**config.mk**
```make
export PLATFORM = sky130hd
export DESIGN_NAME = lsu_ctrl
export DESIGN_NICKNAME = d
export VERILOG_FILES = /design/src/rtl/lsu_pkg.sv /design/src/rtl/lsu_load_align.sv /design/src/rtl/lsu_ctrl.sv
export SDC_FILE = /design/constraint.sdc
export NUM_CORES = 1
export LEC_CHECK = 0
export CORE_ASPECT_RATIO = 0.8
export CORE_MARGIN = 1
export CORE_UTILIZATION = 53
export CTS_BUF_LIST = sky130_fd_sc_hd__clkbuf_8
export DETAILED_ROUTE_END_ITERATION = 8
export GPL_ROUTABILITY_DRIVEN = 0
export PLACE_DENSITY = 0.79
export SYNTH_ARGS = -nofsm -noshare
export SYNTH_HDL_FRONTEND = slang
export SYNTH_SLANG_ARGS = --single-unit
```
**constraint.sdc**
```tcl
create_clock -name clk -period 3.1 [get_ports clk]
set_input_delay 0.31 -clock clk [delete_from_list [all_inputs] [get_ports clk]]
set_output_delay 0.31 -clock clk [all_outputs]
set_load 0.1 [all_outputs]
```
**src/rtl/lsu_pkg.sv**
```systemverilog
// Shared definitions for the load/store unit: funct3 codes, LenSel encodings,
// controller states and the funct3-to-LenSel mapping.
package lsu_pkg;

  localparam logic [2:0] F3_B  = 3'b000;
  localparam logic [2:0] F3_H  = 3'b001;
  localparam logic [2:0] F3_W  = 3'b010;
  localparam logic [2:0] F3_BU = 3'b100;
  localparam logic [2:0] F3_HU = 3'b101;

  localparam logic [1:0] LEN_B = 2'b00;
  localparam logic [1:0] LEN_H = 2'b01;
  localparam logic [1:0] LEN_W = 2'b11;

  typedef enum logic [1:0] {
    ST_IDLE,
    ST_ACCESS,
    ST_SEQ,
    ST_RESP
  } state_e;

  function automatic logic [1:0] f3_to_lensel(input logic [2:0] f3);
    case (f3[1:0])
      2'b00:   return LEN_B;
      2'b01:   return LEN_H;
      default: return LEN_W;
    endcase
  endfunction

endpackage

```
**src/rtl/lsu_load_align.sv**
```systemverilog
// Load lane select plus sign/zero extension; purely combinational.
// funct3[2] set selects zero extension (LBU/LHU).
module lsu_load_align (
  input  logic [31:0] data_i,
  input  logic [2:0]  funct3_i,
  output logic [31:0] data_o
);

  logic sx;

  always_comb begin
    sx = ~funct3_i[2];
    case (funct3_i[1:0])
      2'b00:   data_o = {{24{sx & data_i[7]}}, data_i[7:0]};
      2'b01:   data_o = {{16{sx & data_i[15]}}, data_i[15:0]};
      default: data_o = data_i;
    endcase
  end

endmodule

```
**src/rtl/lsu_ctrl.sv**
```systemverilog
// Load/store controller: one request per 3 cycles, memory access one cycle after accept.
// Optional LSU_MISALIGN_SPLIT_EN splits legal misaligned half/word into byte accesses.
module lsu_ctrl #(
  parameter int ADDR_W = 32,
  parameter int DATA_W = 32,
  parameter int LEN_W  = 2
) (
  input  logic              clk,
  input  logic              rst_n,
  input  logic              req_valid,
  output logic              req_ready,
  input  logic              req_we,
  input  logic [2:0]        req_funct3,
  input  logic [ADDR_W-1:0] req_addr,
  input  logic [DATA_W-1:0] req_wdata,
  output logic              resp_valid,
  output logic [DATA_W-1:0] resp_rdata,
  output logic              resp_err,
  output logic [ADDR_W-1:0] mem_addr,
  output logic [DATA_W-1:0] mem_wdata,
  output logic              mem_we,
  output logic [LEN_W-1:0]  mem_lensel,
  input  logic [DATA_W-1:0] mem_rdata
);
  import lsu_pkg::*;

`ifdef LSU_MISALIGN_SPLIT_EN
  localparam bit SPLIT_EN = 1'b1;
`else
  localparam bit SPLIT_EN = 1'b0;
`endif

  state_e            state_q, state_d;
  logic              we_q, err_q;
  logic [2:0]        f3_q;
  logic [ADDR_W-1:0] addr_q, mem_addr_q;
  logic [DATA_W-1:0] wdata_q, mem_wdata_q, rdata_q, asm_q, asm_d;
  logic [LEN_W-1:0]  mem_lensel_q;
  logic [1:0]        k_q;

  logic              accept, illegal_c, misal_c, last_byte;
  logic [DATA_W-1:0] align_in, align_out;

  assign accept    = req_valid & (state_q == ST_IDLE);
  assign illegal_c = req_we ? (req_funct3 > 3'b010)
                            : (req_funct3 == 3'b011 || req_funct3[2:1] == 2'b11);
  assign misal_c   = (req_funct3[1:0] == 2'b01 && req_addr[0]) ||
                     (req_funct3[1:0] == 2'b10 && req_addr[1:0] != 2'b00);
  assign last_byte = (f3_q[1:0] == 2'b01) ? (k_q == 2'd1) : (k_q == 2'd3);

  // The split path assembles bytes into asm_d before extension so both paths share one aligner.
  assign align_in  = (state_q == ST_SEQ) ? asm_d : mem_rdata;

  lsu_load_align u_align (
    .data_i   (align_in),
    .funct3_i (f3_q),
    .data_o   (align_out)
  );

  always_comb begin
    state_d    = state_q;
    mem_addr   = mem_addr_q;
    mem_wdata  = mem_wdata_q;
    mem_lensel = mem_lensel_q;
    mem_we     = 1'b0;
    asm_d      = asm_q;
    asm_d[8*k_q +: 8] = mem_rdata[7:0];
    case (state_q)
      ST_IDLE: begin
        if (accept) begin
          state_d = (SPLIT_EN && misal_c && !illegal_c) ? ST_SEQ : ST_ACCESS;
        end
      end
      ST_ACCESS: begin
        mem_addr   = addr_q;
        mem_wdata  = wdata_q;
        mem_lensel = LEN_W'(f3_to_lensel(f3_q));
        mem_we     = we_q & ~err_q;
        state_d    = ST_RESP;
      end
      ST_SEQ: begin
        mem_addr   = addr_q + ADDR_W'(k_q);
        mem_wdata  = {{(DATA_W-8){1'b0}}, wdata_q[8*k_q +: 8]};
        mem_lensel = LEN_W'(LEN_B);
        mem_we     = we_q;
        if (last_byte) state_d = ST_RESP;
      end
      default: state_d = ST_IDLE;
    endcase
    // A reset arriving mid-access must not let the pending write through.
    mem_we = mem_we & rst_n;
  end

  always_ff @(posedge clk) begin
    if (!rst_n) begin
      state_q      <= ST_IDLE;
      we_q         <= 1'b0;
      err_q        <= 1'b0;
      f3_q         <= 3'b000;
      addr_q       <= '0;
      wdata_q      <= '0;
      rdata_q      <= '0;
      asm_q        <= '0;
      k_q          <= 2'd0;
      mem_addr_q   <= '0;
      mem_wdata_q  <= '0;
      mem_lensel_q <= '0;
    end else begin
      state_q      <= state_d;
      mem_addr_q   <= mem_addr;
      mem_wdata_q  <= mem_wdata;
      mem_lensel_q <= mem_lensel;
      if (accept) begin
        we_q    <= req_we;
        f3_q    <= req_funct3;
        addr_q  <= req_addr;
        wdata_q <= req_wdata;
        err_q   <= illegal_c | (misal_c & ~SPLIT_EN);
        k_q     <= 2'd0;
        asm_q   <= '0;
      end
      if (state_q == ST_ACCESS) begin
        rdata_q <= (we_q | err_q) ? '0 : align_out;
      end
      if (state_q == ST_SEQ) begin
        k_q   <= k_q + 2'd1;
        asm_q <= asm_d;
        if (last_byte) rdata_q <= we_q ? '0 : align_out;
      end
    end
  end

  assign req_ready  = (state_q == ST_IDLE);
  assign resp_valid = (state_q == ST_RESP);
  assign resp_err   = resp_valid & err_q;
  assign resp_rdata = resp_valid ? rdata_q : '0;

endmodule
```
==> results of run 1 <==
==> stage by stage <==
step | utilization | hold WS, ns | instance area (um2) | setup TNS, ns
6_report | 0.718 | 0.275 | 13100 | 0
5_1_grt | 0.718 | 0.268 | 13100 | 0
4_1_cts | 0.714 | 0.259 | 13100 | 0
3_5_place_dp | 0.681 | 0.438 | 12400 | 0
3_3_place_gp | 0.681 | 0.432 | 12400 | 0
2_1_floorplan | - | 0.417 | 10100 | -10.02
==> cell families after synthesis <==
group,share of synthesized area
AO/OA/AOI/OAI,0.219
XOR/XNOR,0.00868
adder cells (fa/ha/maj),0.0171
buffers and inverters,0.0644
flip-flops,0.408
multiplexers,0.0202
AND/OR/NAND/NOR,0.262
==> state kept, by name, summed over array words and instances (netlist names) <==
| name | cells |
|---|---|
| addr_q | 32 |
| asm_q | 32 |
| err_q | 1 |
| f3_q | 3 |
| k_q | 2 |
| mem_addr_q | 32 |
| mem_lensel_q | 2 |
| mem_wdata_q | 32 |
| rdata_q | 32 |
| state_q | 2 |
| wdata_q | 32 |
| we_q | 1 |
==> metal layers <==
layer  GRT usage  wire length, um  share of wire  vias up
met5           0                0              0        -
met4      0.0871              678          0.023        0
met3      0.0564             2530          0.087       61
met2       0.468            13300           0.46      441
met1       0.410            12600           0.43     4589
li1            -                -              -     4695
==> final timing paths <==
path / start / to / slack (ns) / depth (start not counted)
worst min-delay path: req_addr[10] / addr_q[10] / 0.27 / 3
worst max register to register: k_q[0] / rdata_q[25] / 0.39 / 8
worst min register to register: rdata_q[0] / rdata_q[0] / 0.45 / 2
worst max-delay path: addr_q[1] / mem_addr[13] / 0.09 / 6
==> worst max-delay path, delay by kind of cell, from the launching register on <==
| kind | cells | cell delay (ns) |
|---|---|---|
| buf+inv | 1 | 0.19 |
| simple gates | 3 | 1.12 |
| fa+ha+maj | 1 | 0.31 |
| flops | 1 | 0.35 |
| compound gates | 1 | 0.13 |
==> report_power, final <==
part | switching (uW) | total [uW] | leakage, uW | internal [uW]
registers | 250 | 3260 | 0.00165 | 3010
logic | 4230 | 6110 | 0.00295 | 1880
clock network | 1040 | 2110 | 0.000323 | 1070
==> layout by cell type (no fill, tap or decap), drive strengths merged, types with 7 or more instances in the layout <==
| master | Yosys | routed |
|---|---|---|
| nand2 | 231 | 231 |
| dfxtp | 203 | 203 |
| a21oi | 151 | 151 |
| buf | 46 | 130 |
| clkdlybuf4s50 | 0 | 101 |
| and2 | 81 | 81 |
| o21ai | 76 | 76 |
| nand3 | 62 | 63 |
| nor2 | 59 | 59 |
| inv | 47 | 54 |
| clkbuf | 54 | 37 |
| a22oi | 33 | 33 |
| a31oi | 24 | 24 |
| nor2b | 21 | 21 |
| nor4 | 15 | 15 |
| o221ai | 14 | 14 |
| ha | 12 | 12 |
| nor3 | 9 | 9 |
| and3 | 9 | 9 |
| mux4 | 8 | 8 |
| o31a | 8 | 8 |
| a221o | 8 | 8 |
| xnor2 | 8 | 8 |
| a32o | 8 | 8 |
| nand2b | 7 | 7 |
| o22ai | 7 | 7 |
==> cell type report <==
type	count	area (um2)
multi-input cells	908	5460
fillers	1481	5160
flip-flops and latches	203	4070
repair buffers	231	2520
clock buffers	37	509
well taps	253	317
inverters	47	179
clock inverters	13	58.8
==> what timing repair did <==
item / 4_1_cts / 5_1_grt
setup endpoints to repair: 12 / 13
buffers inserted: 0 / 3
gates cloned: 0 / 1
pin swaps: 0 / 3
gates resized for setup: 7 / 11
==> metrics.yaml, run 1 <==
yosysSeqAreaShare: 0.408
critical_path_class: "register to output port"
dr.pass1.iters: 5
slowest_stage: "or4b_1"
cp.required_ns: 2.79
dp_hpwl_um: 20000
yosysTopAreaCell: "dfxtp_1"
rsz0062_at_grt: "false"
fin_cells: 1692
finalHoldViolations: 0
outcome: "finished, final reports clean"
dpl_worst_slack_ns: 0.325
grt_max_degree: 73
critPathMaxStageDelay_ns: 0.51
finalPower_uw: 11500
grt_antenna_before_repair: 0
clkSinkCount: 203
die_h_um: 125
async_flop_share: 0
drt.antenna.violating_nets: 0
drc_errors: 0
core_area_mm2: 0.0183
synth_top_cell_area_share: 0.408
finalCritPeriodShare: 0.971
fp-row-count: 44
power.density_mw_per_mm2: 875
ir_worst_vdd_v: 0.000945
startpoint_type: "register"
antenna_cells: 0
endpoint_kind: "output port"
synthTopCellsByCount: "231 x nand2_1, 203 x dfxtp_1, 151 x a21oi_1"
syn_area_per_cell_um2: 7.92
grt_overflow: 0
netlist_area_mm2: 0.00995
grt_pass1_wl_um: 46500
cts_root_buffer: "clkbuf_8"
finalCriticalPeriod_ns: 3.01
synth_most_common_cell: "nand2_1"
worst_slack_ns: 0.0911
cts_made_buffers: 31
arrival_ns: 2.70
synth_edf_count: 0
cts_tree: "yes"
max_freq_mhz: 332
fin_skew_ns: 0.00771
synth_area_leaders: "dfxtp_1 41%, nand2_1 8.7%, a21oi_1 7.6%"
die_w_um: 155
start_util: 0.544
synth_nets: 1373
drtIter0Drc: 751
worstPathCellList: "ha_1 > a21oi_1 > nor4_4 > or4b_1 > nand3_1 > buf_12"
portBuffers: 204
die-area_mm2: 0.0193
synthFlopType: "dfxtp_1"
area_growth_pct: 31.8
syn-instance-count: 1257
num_io_pins: 205
via_per_inst: 5.78
dp_cells: 1638
yosysUniqueCellTypes: 81
nets: 1538
ys_warn_count: 0
yosys_register_bits: 203
wirelength_um: 29100
clock_path_buffers: 3
htreeDepth: 1
vias: 9786
leakagePower_uw: 0.00493
max-slew-margin-rel: 0.471
grt_pass1_vias: 9005
tightest_slew_ns: 0.793
drive_gt1_frac: 0.177
insertion_delay_ns: 0.58
grt_usage: 0.296
worstPathMaxFanout: 4
drv_cap: 0
clkTransAtPathRegs_ns: 0.07
wl_per_cell_um: 17.2
hold_buffers: 0
finalMaxSlewViolations: 0
hold_class: "primary input to register"
setup_viol: 0
No activity file was read; power rests on OpenSTA's default activity.
==> inputs of run 2 (changes only) <==
- ABC_AREA: not set -> 1
- CORE_UTILIZATION: 53 -> 66
- DONT_BUFFER_PORTS: not set -> 1
==> metrics.yaml, run 2 <==
outcome: "finished, final reports clean"
setup_viol: 0
drc_errors: 0
max_freq_mhz: 323
use_met1: 0.538
dp_hpwl_um: 20200
die-area_mm2: 0.0160
rr_worst_depth: 12
regToRegEndpoint: "rdata_q[29]"
wirelength_um: 34500
grt_usage: 0.425
worstPathMaxFanout: 16
yosysSeqAreaShare: 0.398
worst-r2r-setup-slack_ns: 0.42
start_util: 0.678
tightest_slew_ns: 1.18
synth_nets: 1647
critical_path_class: "register to output port"
yosysUniqueCellTypes: 38
portBuffers: 0
arrival_ns: 2.79
finalMaxSlewViolations: 0
synth_edf_count: 0
holdPathStages: 2
synth_most_common_cell: "nand2_1"
via_per_inst: 5.99
worstHoldStart: "req_addr[22]"
num_io_pins: 205
wl_per_cell_um: 18.4
syn_area_per_cell_um2: 6.67
endpoint_kind: "output port"
finalPower_uw: 12000
leakagePower_uw: 0.00544
ir_worst_vdd_v: 0.000581
clock_path_buffers: 3
cts_made_buffers: 31
drv_cap: 0
cts_tree: "yes"
hold_class: "primary input to register"
drt.antenna.violating_nets: 0
power.density_mw_per_mm2: 928
syn-instance-count: 1531
htreeDepth: 1
grt-busiest-layer: "met2"
drtIter0Drc: 1411
grt_max_degree: 87
nFillCells: 892
dp_cells: 1749
fin_skew_ns: 0.0214
fin_cells: 1877
clkSinkCount: 203
drive_gt1_frac: 0.149
insertion_delay_ns: 0.60
grt_pass1_vias: 10400
final.setup.tns_ns: 0
finalCritPeriodShare: 0.999
netlist_area_mm2: 0.0102
fp-row-count: 40
max-slew-margin-rel: 0.212
holdPathEnd: "addr_q[22]"
synth_area_leaders: "dfxtp_1 40%, nand2_1 15%, a21oi_1 9.4%"
grt_pass1_wl_um: 53900
nets: 1768
synth_top_cell_area_share: 0.398
core_area_mm2: 0.0151
clkTransAtPathRegs_ns: 0.07
met2_usage: 0.679
async_flop_share: 0
antenna_cells: 0
die_w_um: 141
ys_warn_count: 0
vias: 11300
cp.required_ns: 2.79
layout_common_cells: "416 x nand2_1, 202 x dfxtp_1, 186 x a21oi_1, 182 x inv_1, 124 x o21ai_0"
area_growth_pct: 26.5
die_h_um: 113
finalHoldViolations: 0
rsz0062_at_grt: "true"
grt_overflow: 0
yosys_register_bits: 203
yosysTopAreaCell: "dfxtp_1"
dpl_worst_slack_ns: 0.389
cts_root_buffer: "clkbuf_8"
dr.pass1.iters: 6
grt.met3_usage: 0.0910
finalCriticalPeriod_ns: 3.10
synthTopCellsByCount: "417 x nand2_1, 203 x dfxtp_1, 191 x a21oi_1"
final_common_cell: "nand2_1"
synthFlopType: "dfxtp_1"
startpoint_type: "register"
worst_slack_ns: 0.00325
rr_startpoint: "k_q[0]"
grt_antenna_before_repair: 0
## run 2: stage by stage
stage | hold WS [ns] | area [um2] | utilization
floorplan | 0.441 | 10200 | -
global placement | 0.418 | 11500 | 0.761
detailed placement | 0.421 | 11500 | 0.761
CTS | 0.00470 | 12800 | 0.850
global route | 0.0188 | 12900 | 0.857
finish | 0.0215 | 12900 | 0.857
## run 2: critical path: stages (launching register included)
cell,delay (ns)
dfxtp_1,0.42
inv_1,0.12
ha_4,0.28
buf_4,0.16
buf_4,0.23
o22ai_2,0.97
## run 2: metal layers
| metal | wire [um] | share of wire | vias to the layer above |
|---|---|---|---|
| met3 | 3750 | 0.11 | 180 |
| met4 | 1830 | 0.053 | 0 |
| li1 | - | - | 5166 |
| met1 | 13400 | 0.39 | 5125 |
| met5 | 0 | 0 | - |
| met2 | 15600 | 0.45 | 780 |
## run 2: worst max path at each step
stage | slack, ns | startpoint | endpoint | depth (start not counted)
2_1_floorplan | 0.04 | k_q[0] | mem_addr_q[6] | 8
3_3_place_gp | 0.48 | state_q[1] | mem_addr[14] | 9
3_5_place_dp | 0.39 | state_q[0] | mem_addr[14] | 9
4_1_cts | 0.03 | state_q[0] | mem_addr[9] | 9
5_1_grt | -0.03 | state_q[0] | mem_wdata[11] | 5
6_report | 0.003 | state_q[1] | mem_wdata[13] | 5
## run 2: kinds of logic after synthesis
family / after synthesis / synth area share
and+or+nand+nor: 634 / 0.261
DFF: 203 / 0.398
AOI/OAI and AO/OA: 404 / 0.216
buffers and inverters: 277 / 0.109
adders and majority gates: 13 / 0.0167
## run 2: layout make-up
class / count / area (um2) / share of cell area
tap: 210 / 263 / 0.0203
timing repair buffer: 176 / 1980 / 0.154
multi-input combinational: 1051 / 5290 / 0.409
sequential: 203 / 4070 / 0.315
clock inverter: 11 / 81.3 / 0.00630
inverter: 188 / 719 / 0.0557
timing repair inverter: 1 / 7.51 / 0.000581
clock buffer: 37 / 509 / 0.0394
## run 2: what timing repair did
action / in CTS / in global routing
pin swaps: 0 / 2
buffers inserted: 1 / 7
gates cloned: 1 / 0
endpoints found under the hold margin: 93 / 1
hold buffers: 70 / 1
resized for setup: 5 / 12
setup endpoints to repair: 42 / 53
## run 2: report_power, final
| part | switching (uW) | total (uW) | internal, uW |
|---|---|---|---|
| Clock | 1080 | 2230 | 1150 |
| Combinational | 4730 | 6370 | 1630 |
| Sequential | 324 | 3390 | 3060 |
| Total | 6140 | 12000 | 5850 |
